`src/rtl/cgra_seq_pkg.sv`:
```
// Shared types for the CGRA config sequencer.
//   state_e        : sequencer FSM states
//   cfg_word_t     : buffered config word {last, addr, data}
//   expected_pad() : stim * scale truncated to pad_w bits (pad_w <= 32)
// ADDR_W / DATA_W on the top must not exceed CFG_ADDR_W / CFG_DATA_W.
package cgra_seq_pkg;

  localparam int CFG_ADDR_W = 32;
  localparam int CFG_DATA_W = 32;

  typedef enum logic [2:0] {IDLE, LOAD, RUN, CHECK, DONE} state_e;

  typedef struct packed {
    logic                  last;
    logic [CFG_ADDR_W-1:0] addr;
    logic [CFG_DATA_W-1:0] data;
  } cfg_word_t;

  function automatic logic [31:0] expected_pad(input logic [31:0] stim,
                                               input int unsigned scale,
                                               input int unsigned pad_w);
    logic [31:0] prod;
    prod = stim * scale;
    if (pad_w < 32) prod = prod & ((32'd1 << pad_w) - 32'd1);
    return prod;
  endfunction

endpackage

```
`src/rtl/cgra_cfg_fifo.sv`:
```
// Synchronous FIFO for config words. Registered full/empty flags.
//   clk, rst   : clock, synchronous active-high reset (flushes contents)
//   push/wdata : write side, ignored when full
//   pop/rdata  : read side, rdata shows the head entry, pop ignored when empty
//   full/empty : registered status
module cgra_cfg_fifo #(
  parameter int WIDTH = 65,
  parameter int DEPTH = 8
) (
  input  logic             clk,
  input  logic             rst,
  input  logic             push,
  input  logic [WIDTH-1:0] wdata,
  input  logic             pop,
  output logic [WIDTH-1:0] rdata,
  output logic             full,
  output logic             empty
);

  localparam int AW = $clog2(DEPTH);

  logic [WIDTH-1:0] mem [DEPTH];
  logic [AW-1:0]    wr_ptr, rd_ptr;
  logic [AW:0]      count, count_d;
  logic             do_push, do_pop;

  // A push while full is dropped even if a pop frees a slot this cycle;
  // the full flag is registered so ready only rises the cycle after.
  assign do_push = push && !full;
  assign do_pop  = pop && !empty;
  assign count_d = count + (AW+1)'(do_push) - (AW+1)'(do_pop);
  assign rdata   = mem[rd_ptr];

  always_ff @(posedge clk) begin
    if (rst) begin
      wr_ptr <= '0;
      rd_ptr <= '0;
      count  <= '0;
      full   <= 1'b0;
      empty  <= 1'b1;
    end else begin
      if (do_push) wr_ptr <= wr_ptr + AW'(1);
      if (do_pop)  rd_ptr <= rd_ptr + AW'(1);
      count <= count_d;
      full  <= (count_d == (AW+1)'(DEPTH));
      empty <= (count_d == '0);
    end
  end

  always_ff @(posedge clk) begin
    if (do_push) mem[wr_ptr] <= wdata;
  end

endmodule

```
`src/rtl/cgra_config_sequencer.sv`:
```
// CGRA config sequencer: buffers config words, replays them onto the
// CGRA config bus one per cycle, runs the array for a programmed cycle
// count, then checks NUM_CH output pads against stim * SCALE.
//   clk_in, reset_in          : clock, synchronous active-high reset
//   start_in, run_cycles_in   : start pulse, run length sampled at start
//   cfg_valid/ready/addr/data/last : config word input stream
//   config_addr/data_out      : to CGRA config port (addr 0 = no-op)
//   stim_in, resp_in          : input/output pad values, ch0 in LSBs
//   busy/done/pass_out, mismatch_count_out, cycle_count_out : status
// Build option: define CONT_CHECK_EN to also compare every RUN cycle in the
// settled second half of the run (remaining <= run_cycles/2).
module cgra_config_sequencer
  import cgra_seq_pkg::*;
#(
  parameter int ADDR_W     = 32,
  parameter int DATA_W     = 32,
  parameter int FIFO_DEPTH = 8,
  parameter int PAD_W      = 16,
  parameter int NUM_CH     = 1,
  parameter int CNT_W      = 32,
  parameter int SCALE      = 2
) (
  input  logic                    clk_in,
  input  logic                    reset_in,
  input  logic                    start_in,
  input  logic [CNT_W-1:0]        run_cycles_in,
  input  logic                    cfg_valid_in,
  output logic                    cfg_ready_out,
  input  logic [ADDR_W-1:0]       cfg_addr_in,
  input  logic [DATA_W-1:0]       cfg_data_in,
  input  logic                    cfg_last_in,
  output logic [ADDR_W-1:0]       config_addr_out,
  output logic [DATA_W-1:0]       config_data_out,
  input  logic [NUM_CH*PAD_W-1:0] stim_in,
  input  logic [NUM_CH*PAD_W-1:0] resp_in,
  output logic                    busy_out,
  output logic                    done_out,
  output logic                    pass_out,
  output logic [CNT_W-1:0]        mismatch_count_out,
  output logic [CNT_W-1:0]        cycle_count_out
);

  state_e                        state_q, state_d;
  cfg_word_t                     wr_word, rd_word;
  logic                          fifo_full, fifo_empty, pop, start_acc, sample;
  logic [CNT_W-1:0]              remain_q, mm_q, cc_q, n_mism;
  logic [CNT_W:0]                mm_sum;
  logic [ADDR_W-1:0]             caddr_q;
  logic [DATA_W-1:0]             cdata_q;
  logic [NUM_CH-1:0][PAD_W-1:0]  stim_a, resp_a;
  logic [NUM_CH-1:0]             mism;

  assign wr_word = '{last: cfg_last_in,
                     addr: CFG_ADDR_W'(cfg_addr_in),
                     data: CFG_DATA_W'(cfg_data_in)};

  cgra_cfg_fifo #(.WIDTH($bits(cfg_word_t)), .DEPTH(FIFO_DEPTH)) u_fifo (
    .clk   (clk_in),
    .rst   (reset_in),
    .push  (cfg_valid_in),
    .wdata (wr_word),
    .pop   (pop),
    .rdata (rd_word),
    .full  (fifo_full),
    .empty (fifo_empty)
  );

  // Per-channel compare against the scaled stimulus
  assign stim_a = stim_in;
  assign resp_a = resp_in;

  always_comb begin
    mism   = '0;
    n_mism = '0;
    for (int c = 0; c < NUM_CH; c++) begin
      mism[c] = (32'(resp_a[c]) != expected_pad(32'(stim_a[c]), SCALE, PAD_W));
      n_mism  = n_mism + CNT_W'(mism[c]);
    end
  end

  assign mm_sum = {1'b0, mm_q} + {1'b0, n_mism};

`ifdef CONT_CHECK_EN
  logic [CNT_W-1:0] run_len_q;
  assign sample = (state_q == CHECK) ||
                  (state_q == RUN && remain_q <= (run_len_q >> 1));
`else
  assign sample = (state_q == CHECK);
`endif

  // FSM
  always_ff @(posedge clk_in) begin
    if (reset_in) state_q <= IDLE;
    else          state_q <= state_d;
  end

  always_comb begin
    state_d = state_q;
    pop     = 1'b0;
    case (state_q)
      IDLE:  if (start_in) state_d = LOAD;
      LOAD:  if (!fifo_empty) begin
               pop = 1'b1;
               if (rd_word.last) state_d = RUN;
             end
      // RUN lasts max(run_cycles, 1) cycles
      RUN:   if (remain_q <= CNT_W'(1)) state_d = CHECK;
      CHECK: state_d = DONE;
      DONE:  if (start_in) state_d = LOAD;
      default: state_d = IDLE;
    endcase
  end

  assign start_acc = start_in && (state_q == IDLE || state_q == DONE);
  assign busy_out  = (state_q == LOAD) || (state_q == RUN) || (state_q == CHECK);

  // Datapath: config issue, run countdown, counters
  always_ff @(posedge clk_in) begin
    if (reset_in) begin
      caddr_q  <= '0;
      cdata_q  <= '0;
      remain_q <= '0;
      mm_q     <= '0;
      cc_q     <= '0;
`ifdef CONT_CHECK_EN
      run_len_q <= '0;
`endif
    end else begin
      caddr_q <= pop ? rd_word.addr[ADDR_W-1:0] : '0;
      cdata_q <= pop ? rd_word.data[DATA_W-1:0] : '0;
      if (start_acc) begin
        remain_q <= run_cycles_in;
        mm_q     <= '0;
        cc_q     <= '0;
`ifdef CONT_CHECK_EN
        run_len_q <= run_cycles_in;
`endif
      end else begin
        if (busy_out && !(&cc_q)) cc_q <= cc_q + CNT_W'(1);
        if (state_q == RUN && remain_q != '0) remain_q <= remain_q - CNT_W'(1);
        if (sample) mm_q <= mm_sum[CNT_W] ? '1 : mm_sum[CNT_W-1:0];
      end
    end
  end

  assign cfg_ready_out      = !fifo_full;
  assign config_addr_out    = caddr_q;
  assign config_data_out    = cdata_q;
  assign done_out           = (state_q == DONE);
  assign pass_out           = (state_q == DONE) && (mm_q == '0);
  assign mismatch_count_out = mm_q;
  assign cycle_count_out    = cc_q;

endmodule

```
`config.mk`:
```
export PLATFORM = sky130hd
export DESIGN_NAME = cgra_config_sequencer
export DESIGN_NICKNAME = d
export VERILOG_FILES = /design/src/rtl/cgra_seq_pkg.sv /design/src/rtl/cgra_cfg_fifo.sv /design/src/rtl/cgra_config_sequencer.sv
export SDC_FILE = /design/constraint.sdc
export NUM_CORES = 1
export LEC_CHECK = 0
export BUFFER_PORTS_ARGS = -buffer_cell sky130_fd_sc_hd__buf_2
export CAP_MARGIN = 20
export CORE_ASPECT_RATIO = 0.9
export CORE_MARGIN = 2
export CORE_UTILIZATION = 55
export CTS_BUF_LIST = sky130_fd_sc_hd__clkbuf_8
export DETAILED_ROUTE_END_ITERATION = 10
export PLACE_DENSITY = 0.88
export REMOVE_ABC_BUFFERS = 1
export SKIP_LAST_GASP = 1
export SYNTH_ARGS = -nofsm -noshare
export SYNTH_HDL_FRONTEND = slang
export SYNTH_SLANG_ARGS = --single-unit
```
`constraint.sdc`:
```
create_clock -name clk_in -period 6.8 [get_ports clk_in]
set_input_delay 1.02 -clock clk_in [delete_from_list [all_inputs] [get_ports clk_in]]
set_output_delay 1.02 -clock clk_in [all_outputs]
set_load 0.05 [all_outputs]
```
==> metrics.md, run 1 <==
| Metric | Value |
|---|---|
| Startpoint class of the critical path | `flop` |
| Fillers | `3,306` |
| Vias in the first global route | `16,020` |
| Synth Warn # | `0` |
| Least-Margin Pin Slew | `1077 ps` |
| Die width | `238.1 um` |
| CP Cell Sequence | `nor2_1, or2_2, inv_1, buf_2` |
| Fin. max-slew vios | `0` |
| Asr flop ratio synth | `0%` |
| Initial antenna violation count | `8` |
| Peak VDD IR | `258.9 uV` |
| Clk slew on worst S/H paths | `60 ps` |
| Post-Syn Area per Cell | `16.49 um2` |
| Via count | `15,950` |
| Cts bufs inserted | `105` |
| Num rows | `77` |
| Die Y | `214.7 um` |
| Clock latency on the worst-skew pair | `690 ps` |
| RSZ-0062 raised after global routing | `false` |
| CTS max path bufs | `3` |
| Placed cell areas | `29,120 um2` |
| Clock Tree Root | `clkbuf_8` |
| Status | `finished clean` |
| DP HPWL | `33,250 um` |
| Finished Layout Cells | `2,673` |
| Finished Cell Area | `31,190 um2` |
| Crit path DAT | `2210 ps` |
| Distinct cells, synth | `64` |
| Final setup margin | `3570 ps` |
| Number of DRC markers in iteration 0 | `1,366` |
| Maximum number of pins on one net before global-route repair | `65` |
| Number of synthesized flops with an enable pin | `520` |
| H-tree depth | `3` |
| Fraction of layout cells with a size suffix above 1 | `28.26%` |
| CP delay by family, top | `buffers and inverters` |
| CP bufs+invs | `2` |
| Final min period | `3230 ps` |
| Register bit total from synthesis | `698` |
| Fin. Hold Viols | `0` |
| Finish-stage setup viols | `0` |
| CP required | `5780 ps` |
| Placed instance count | `2,473` |
| CTS tree | `yes` |
| Fin util | `63.73%` |
| Min-Delay Path Class | `reg -> reg` |
| Total GRT Usage | `22.53%` |
| Routed WL per cell | `21.53 um` |
| Critical path start-end classification | `reg -> out` |
| Die Footprint | `51,130 um2` |
| Core area | `48,940 um2` |
| Worst-path fanout max | `11` |
| Max frequency | `309.6 MHz` |
| Global-route wire length before repair | `88,850 um` |
| Slew HR | `28.23%` |
| Synth Instances | `1,646` |
| GRT overflow | `0` |
| # clock sinks | `698` |
| Final GP Congestion | `0.8572` |
| First-pass detailed-route iteration total | `7` |
| Slowest stage delay, CP | `500 ps` |
| Overall Power | `10.06 mW` |
| Routed wire length | `57,550 um` |
| Post CTS Setup Buffer Count | `0` |
| Skew final | `25.20 ps` |
| Slowest cell on crit path | `dfxtp_1` |
| PostCTS Resize Cnt | `0` |
| Mapped cell area | `27,130 um2` |
| ANT nets after route | `0` |
| IO buf count | `263` |
| Initial Util | `55.44%` |
| Pleak | `10.69 nW` |
| Post-detailed-route via-to-cell ratio | `5.966` |
| Fin crit share | `47.50%` |
| DP Worst Slack | `3143 ps` |
| Hold slack | `498.3 ps` |
| Cell Pwr Density | `322.6 nW/um2` |
| Final setup TNS | `0 ps` |
| # Max-Cap Violations | `0` |
| Crit path capture type | `output port` |
| DRC Markers | `0` |
| # hold bufs at CTS | `0` |
| Top_reg_cell synth | `edfxtp_1` |
| Area grow syn2layout | `14.95%` |
| Register area share after synthesis | `70.68%` |
| Nets | `2,094` |
| Io pins | `265` |
## flip-flops by register name, indices dropped and copies added, names as in the netlist, named ones only
signal / flops
config_data_out: 32
u_fifo.count: 4
u_fifo.mem: 520
u_fifo.empty: 1
state_q: 3
remain_q: 32
u_fifo.rd_ptr: 3
u_fifo.full: 1
cycle_count_out: 32
config_addr_out: 32
mismatch_count_out: 32
u_fifo.wr_ptr: 3
## metal layers
| layer | part of all wire [%] | vias to the layer above | track usage, % |
|---|---|---|---|
| met2 | 49 | 670 | 36.85 |
| met3 | 7.9 | 114 | 5.934 |
| met5 | 0.15 | - | 0 |
| met1 | 41 | 8016 | 30.16 |
| met4 | 1.9 | 12 | 6.208 |
| li1 | - | 7136 | - |
## where the power goes
part           switching (mW)  internal [mW]  leakage (nW)
clock                    1.57           1.72          1.26
combinational            1.05          0.717          3.26
sequential              0.168           4.84          6.17
total                    2.79           7.28          10.7
## layout by cell type, fill, tap and decap left out, types with 12 or more instances in the layout
cell      count
nand2_1      52
buf_2       263
nor2_1      117
nor4_1       30
nand4_1      18
o21ai_0      24
buf_4        23
a21oi_1      65
dfxtp_1     175
clkbuf_8    119
or4_1        26
mux2i_1      70
o31ai_1      15
xor2_1       32
mux4_2      130
edfxtp_1    520
nand3_1      33
ha_1         12
a311oi_1     12
xnor2_1      26
or3_1        25
inv_1        85
nor3_1       15
## area by class of cell
class / instances / area (um2) / area share [%]
clock inverters: 78 / 429.2 / 1.376
multi-input cells: 830 / 7546 / 24.19
clock buffers: 119 / 1638 / 5.251
repair buffers: 286 / 1489 / 4.774
well taps: 632 / 790.8 / 2.535
flip-flops and latches: 698 / 19190 / 61.52
diodes: 3 / 7.507 / 0.02407
inverters: 27 / 101.3 / 0.3249
## worst reg2reg max path: stages (launching register included)
cell and delay [ps]:
dfxtp_1 350, nor4_1 600, nand4_1 540, o31ai_4 860
a21oi_1 370, a32o_1 320
## cells in the mapped netlist, drive strengths merged (5+ instances only)
master  instances  area [um2]
edfxtp        520       15610
and3           10       62.56
nor4           31       200.2
clkbuf         63       236.5
nand2          52       195.2
mux2i          70       700.7
inv            27       101.4
nand3          33       165.2
mux4          130        2928
o31ai          16       133.9
or3            25       156.4
or2             6       37.54
nor3b           6       50.05
a211oi          8       60.06
xnor2          26       227.7
buf            28       132.6
a311oi         12       105.1
o21ai          26       130.1
and2            9       56.30
nand4          18       112.6
and4            6       52.55
dfxtp         178        3563
ha             12       150.1
a21oi          65       325.3
nor3           19       95.09
xor2           32       280.3
a21o            6       45.04
a32o            5       50.05
nor2          119       446.7
or4            28       217.7
o311ai         10       95.10
## path summary, 6_finish.rpt
check	startpoint	to	slack, ps	depth (start not counted)
max	state_q[0]	busy_out	3570	4
min	cycle_count_out[31]	cycle_count_out[31]	500	2
max reg2reg	remain_q[2]	remain_q[4]	3660	5
min reg2reg	cycle_count_out[31]	cycle_count_out[31]	500	2
## logic make-up (layout without fill, tap and decap cells)
logic type	Yosys count	in the layout	share of synthesized area (%)
multiplexers	200	200	13.37
buffers and inverters	118	510	1.734
AND/OR/NAND/NOR	383	383	7.410
AO/OA/AOI/OAI	176	176	4.307
other	0	3	0
flip-flops	698	698	70.68
adder cells (fa/ha/maj)	13	13	0.6271
XOR/XNOR	58	58	1.872
Power figures use the tool's default switching activity.
==> run 2: changes to the inputs <==
- ABC_AREA: not set -> 1
- CORE_UTILIZATION: 55 -> 56
- PLACE_DENSITY: 0.88 -> 0.89
- clock period: 6.8 -> 2.6 ns (I/O delays scaled with it)
==> run 2 against run 1 <==
Clock power rose to 2.9 times the previous value; sequential cell count unchanged; largest cell class unchanged; non-clock buffer count rose by 102; largest power group unchanged; combinational power grew to 4.9 times the previous value; core utilization is 3.0 points higher; power rose to 3.2 times the previous value; critical endpoint is now pass_out; cell count is 50% higher; highest routed layer unchanged.
==> metrics.md, run 2 <==
| Metric | Value |
|---|---|
| Status | `finished clean` |
| Placed cell areas | `31,250 um2` |
| Maximum number of pins on one net before global-route repair | `171` |
| Skew final | `45.10 ps` |
| P_int | `20.54 mW` |
| Top_reg_cell synth | `edfxtp_1` |
| Fin. Hold Viols | `0` |
| CP required | `2210 ps` |
| Post-synth top cells | `nor2_1 (669), edfxtp_1 (520), nand2_1 (421)` |
| Flop pwr share | `42.7%` |
| Min-Delay Path Class | `in -> reg` |
| DP HPWL | `41,280 um` |
| Clock latency on the worst-skew pair | `740 ps` |
| Peak VDD IR | `601.7 uV` |
| ANT nets after route | `0` |
| Post-Syn Area per Cell | `10.14 um2` |
| Fillers | `3,554` |
| Worst-path fanout max | `6` |
| Die Footprint | `53,650 um2` |
| Max reg flops | `520` |
| # clock sinks | `698` |
| Final GP Congestion | `0.9468` |
| CTS tree | `yes` |
| Most frequent cells in the layout | `nor2_1 (658), edfxtp_1 (520), nand2_1 (420), o21ai_0 (331), buf_2 (262)` |
| Sw Ratio | `35.41%` |
| Core area | `51,400 um2` |
| Final min period | `2473 ps` |
| Cts bufs inserted | `103` |
| Synth Instances | `2,860` |
| CP delay by family, top | `simple AND/OR/NAND/NOR gates` |
| Via count | `23,040` |
| Synth area leader | `edfxtp_1` |
| Total GRT Usage | `27.53%` |
| Num rows | `79` |
| Routed WL per cell | `19.09 um` |
| CTS max path bufs | `3` |
| Top cells by area, synth | `edfxtp_1 (54%), dfxtp_1 (12%), nor2_1 (8.7%)` |
| Fin. max-slew vios | `0` |
| Number of DRC markers in iteration 0 | `2,768` |
| Crit path DAT | `2080 ps` |
| Overall Power | `31.80 mW` |
| Crit path capture type | `output port` |
| Synth Warn # | `0` |
| Register bit total from synthesis | `698` |
| Slowest cell on crit path | `dfxtp_1` |
| Vias in the first global route | `21,480` |
| Biggest register | `u_fifo.mem` |
| Cell Pwr Density | `927.8 nW/um2` |
| Number of synthesized flops with an enable pin | `520` |
| Yosys top cell area share | `53.82%` |
| CP Cell Sequence | `inv_1, nand4_1, nor2_1, nand3_1, nor4_2, buf_4` |
| Asr flop ratio synth | `0%` |
| RSZ-0062 raised after global routing | `false` |
| Finished Cell Area | `34,270 um2` |
| IO buf count | `263` |
| Nets | `3,364` |
| Pleak | `13.01 nW` |
| Fraction of layout cells with a size suffix above 1 | `15.70%` |
| # Max-Cap Violations | `0` |
| Slew HR | `50.78%` |
| First-pass detailed-route iteration total | `9` |
| DRC Markers | `0` |
| Die Y | `219.9 um` |
| Register area share after synthesis | `66.10%` |
| Commonest non-fill, non-tap cell in the layout | `nor2_1` |
| Global-route wire length before repair | `115,600 um` |
| DP Worst Slack | `161.5 ps` |
| Slowest stage delay, CP | `370 ps` |
| Initial antenna violation count | `6` |
| Clock Power Share | `29.8%` |
| Distinct cells, synth | `38` |
| Io pins | `265` |
| Post-detailed-route via-to-cell ratio | `5.762` |
| Routed wire length | `76,350 um` |
| H-tree depth | `3` |
| Combinational power share | `27.6%` |
| Fin crit share | `95.12%` |
| Area grow syn2layout | `18.13%` |
| Least-Margin Pin Slew | `738.3 ps` |
| Final setup TNS | `0 ps` |
| CP bufs+invs | `2` |
| Finish-stage setup viols | `0` |
| Top-count cell post-synth | `nor2_1` |
| Startpoint class of the critical path | `flop` |
| Sw power | `11.26 mW` |
| Clock Tree Root | `clkbuf_8` |
| Initial Util | `56.45%` |
| Max frequency | `404.3 MHz` |
| Critical path start-end classification | `reg -> out` |
| Final setup margin | `126.8 ps` |
| Clk slew on worst S/H paths | `60 ps` |
| Mapped cell area | `29,010 um2` |
| GRT overflow | `0` |
| Die width | `243.9 um` |
-- run 2: cell types whose count changed in the layout (fill, tap and decap cells not counted), moves of 25 or more --
cell           previous run  this run
mux2i_1                  70         0
or4_1                    26         0
nand2_1                  52       420
nor2_1                  117       658
o21ai_0                  24       331
mux4_2                  130         0
dlygate4sd3_1             0        76
nand3_1                  33        79
nor4_1                   30         2
inv_1                    85       172
o21ai_1                   2        35
or3_1                    25         0
o22ai_1                   3       128
-- run 2: layout make-up --
class	instances	area, um2	share of cell area [%]
diodes	5	12.51	0.03651
clock buffers	121	1665	4.859
clock inverters	72	550.5	1.606
inverters	143	544.3	1.588
multi-input cells	1884	8803	25.69
flip-flops and latches	698	19190	55.99
well taps	688	860.8	2.512
repair buffers	388	2648	7.725
-- run 2: path summary, 6_finish.rpt --
check	start	end	slack, ps	depth (start not counted)
max	mismatch_count_out[22]	pass_out	130	6
min	run_cycles_in[2]	remain_q[2]	40	5
max reg2reg	state_q[0]	u_fifo.empty	270	12
min reg2reg	u_fifo.wr_ptr[0]	u_fifo.wr_ptr[0]	490	2
-- run 2: per-layer routing --
metal | global-route usage, % | part of all wire, %
met1 | 35.77 | 38
met2 | 45.32 | 48
met3 | 5.005 | 9.9
met4 | 12.72 | 3.8
met5 | 0 | 0.054
-- run 2: cell families after synthesis --
logic type	after synthesis	share of synthesized area, %
compound gates	578	10.76
buf+inv	278	3.851
fa+ha+maj	13	0.5865
simple gates	1245	17.25
flops	698	66.10
xor+xnor	48	1.449
-- run 2: metrics by stage --
stage	hold slack [ps]	cells	util [%]
2_1_floorplan	433.4	2725	-
4_1_cts	0.5992	3992	66.60
3_5_place_dp	471.0	3723	60.80
6_report	42.83	3999	66.68
5_1_grt	40.79	3998	66.68
3_3_place_gp	439.3	3723	60.80
-- run 2: timing repair --
action	in CTS	in global routing
hold buffers	76	0
resized for setup	2	5
endpoints found under the hold margin	531	0
setup endpoints to repair	1	3
setup buffers	0	2
-- run 2: tightest hold or removal path, delay by kind of cell --
kind,cells,cell delay (ps)
AOI/OAI and AO/OA,1,60
and+or+nand+nor,3,170
buffers and inverters,1,80
-- run 2: power groups by stage --
stage               clock [mW]  combinational, mW  sequential, mW
floorplan                    0               5.25            14.3
global placement             0               7.95            13.7
detailed placement           0               8.29            13.7
CTS                       9.44               8.49            13.5
global route              10.0               9.64            13.6
finish                    9.46               8.76            13.6
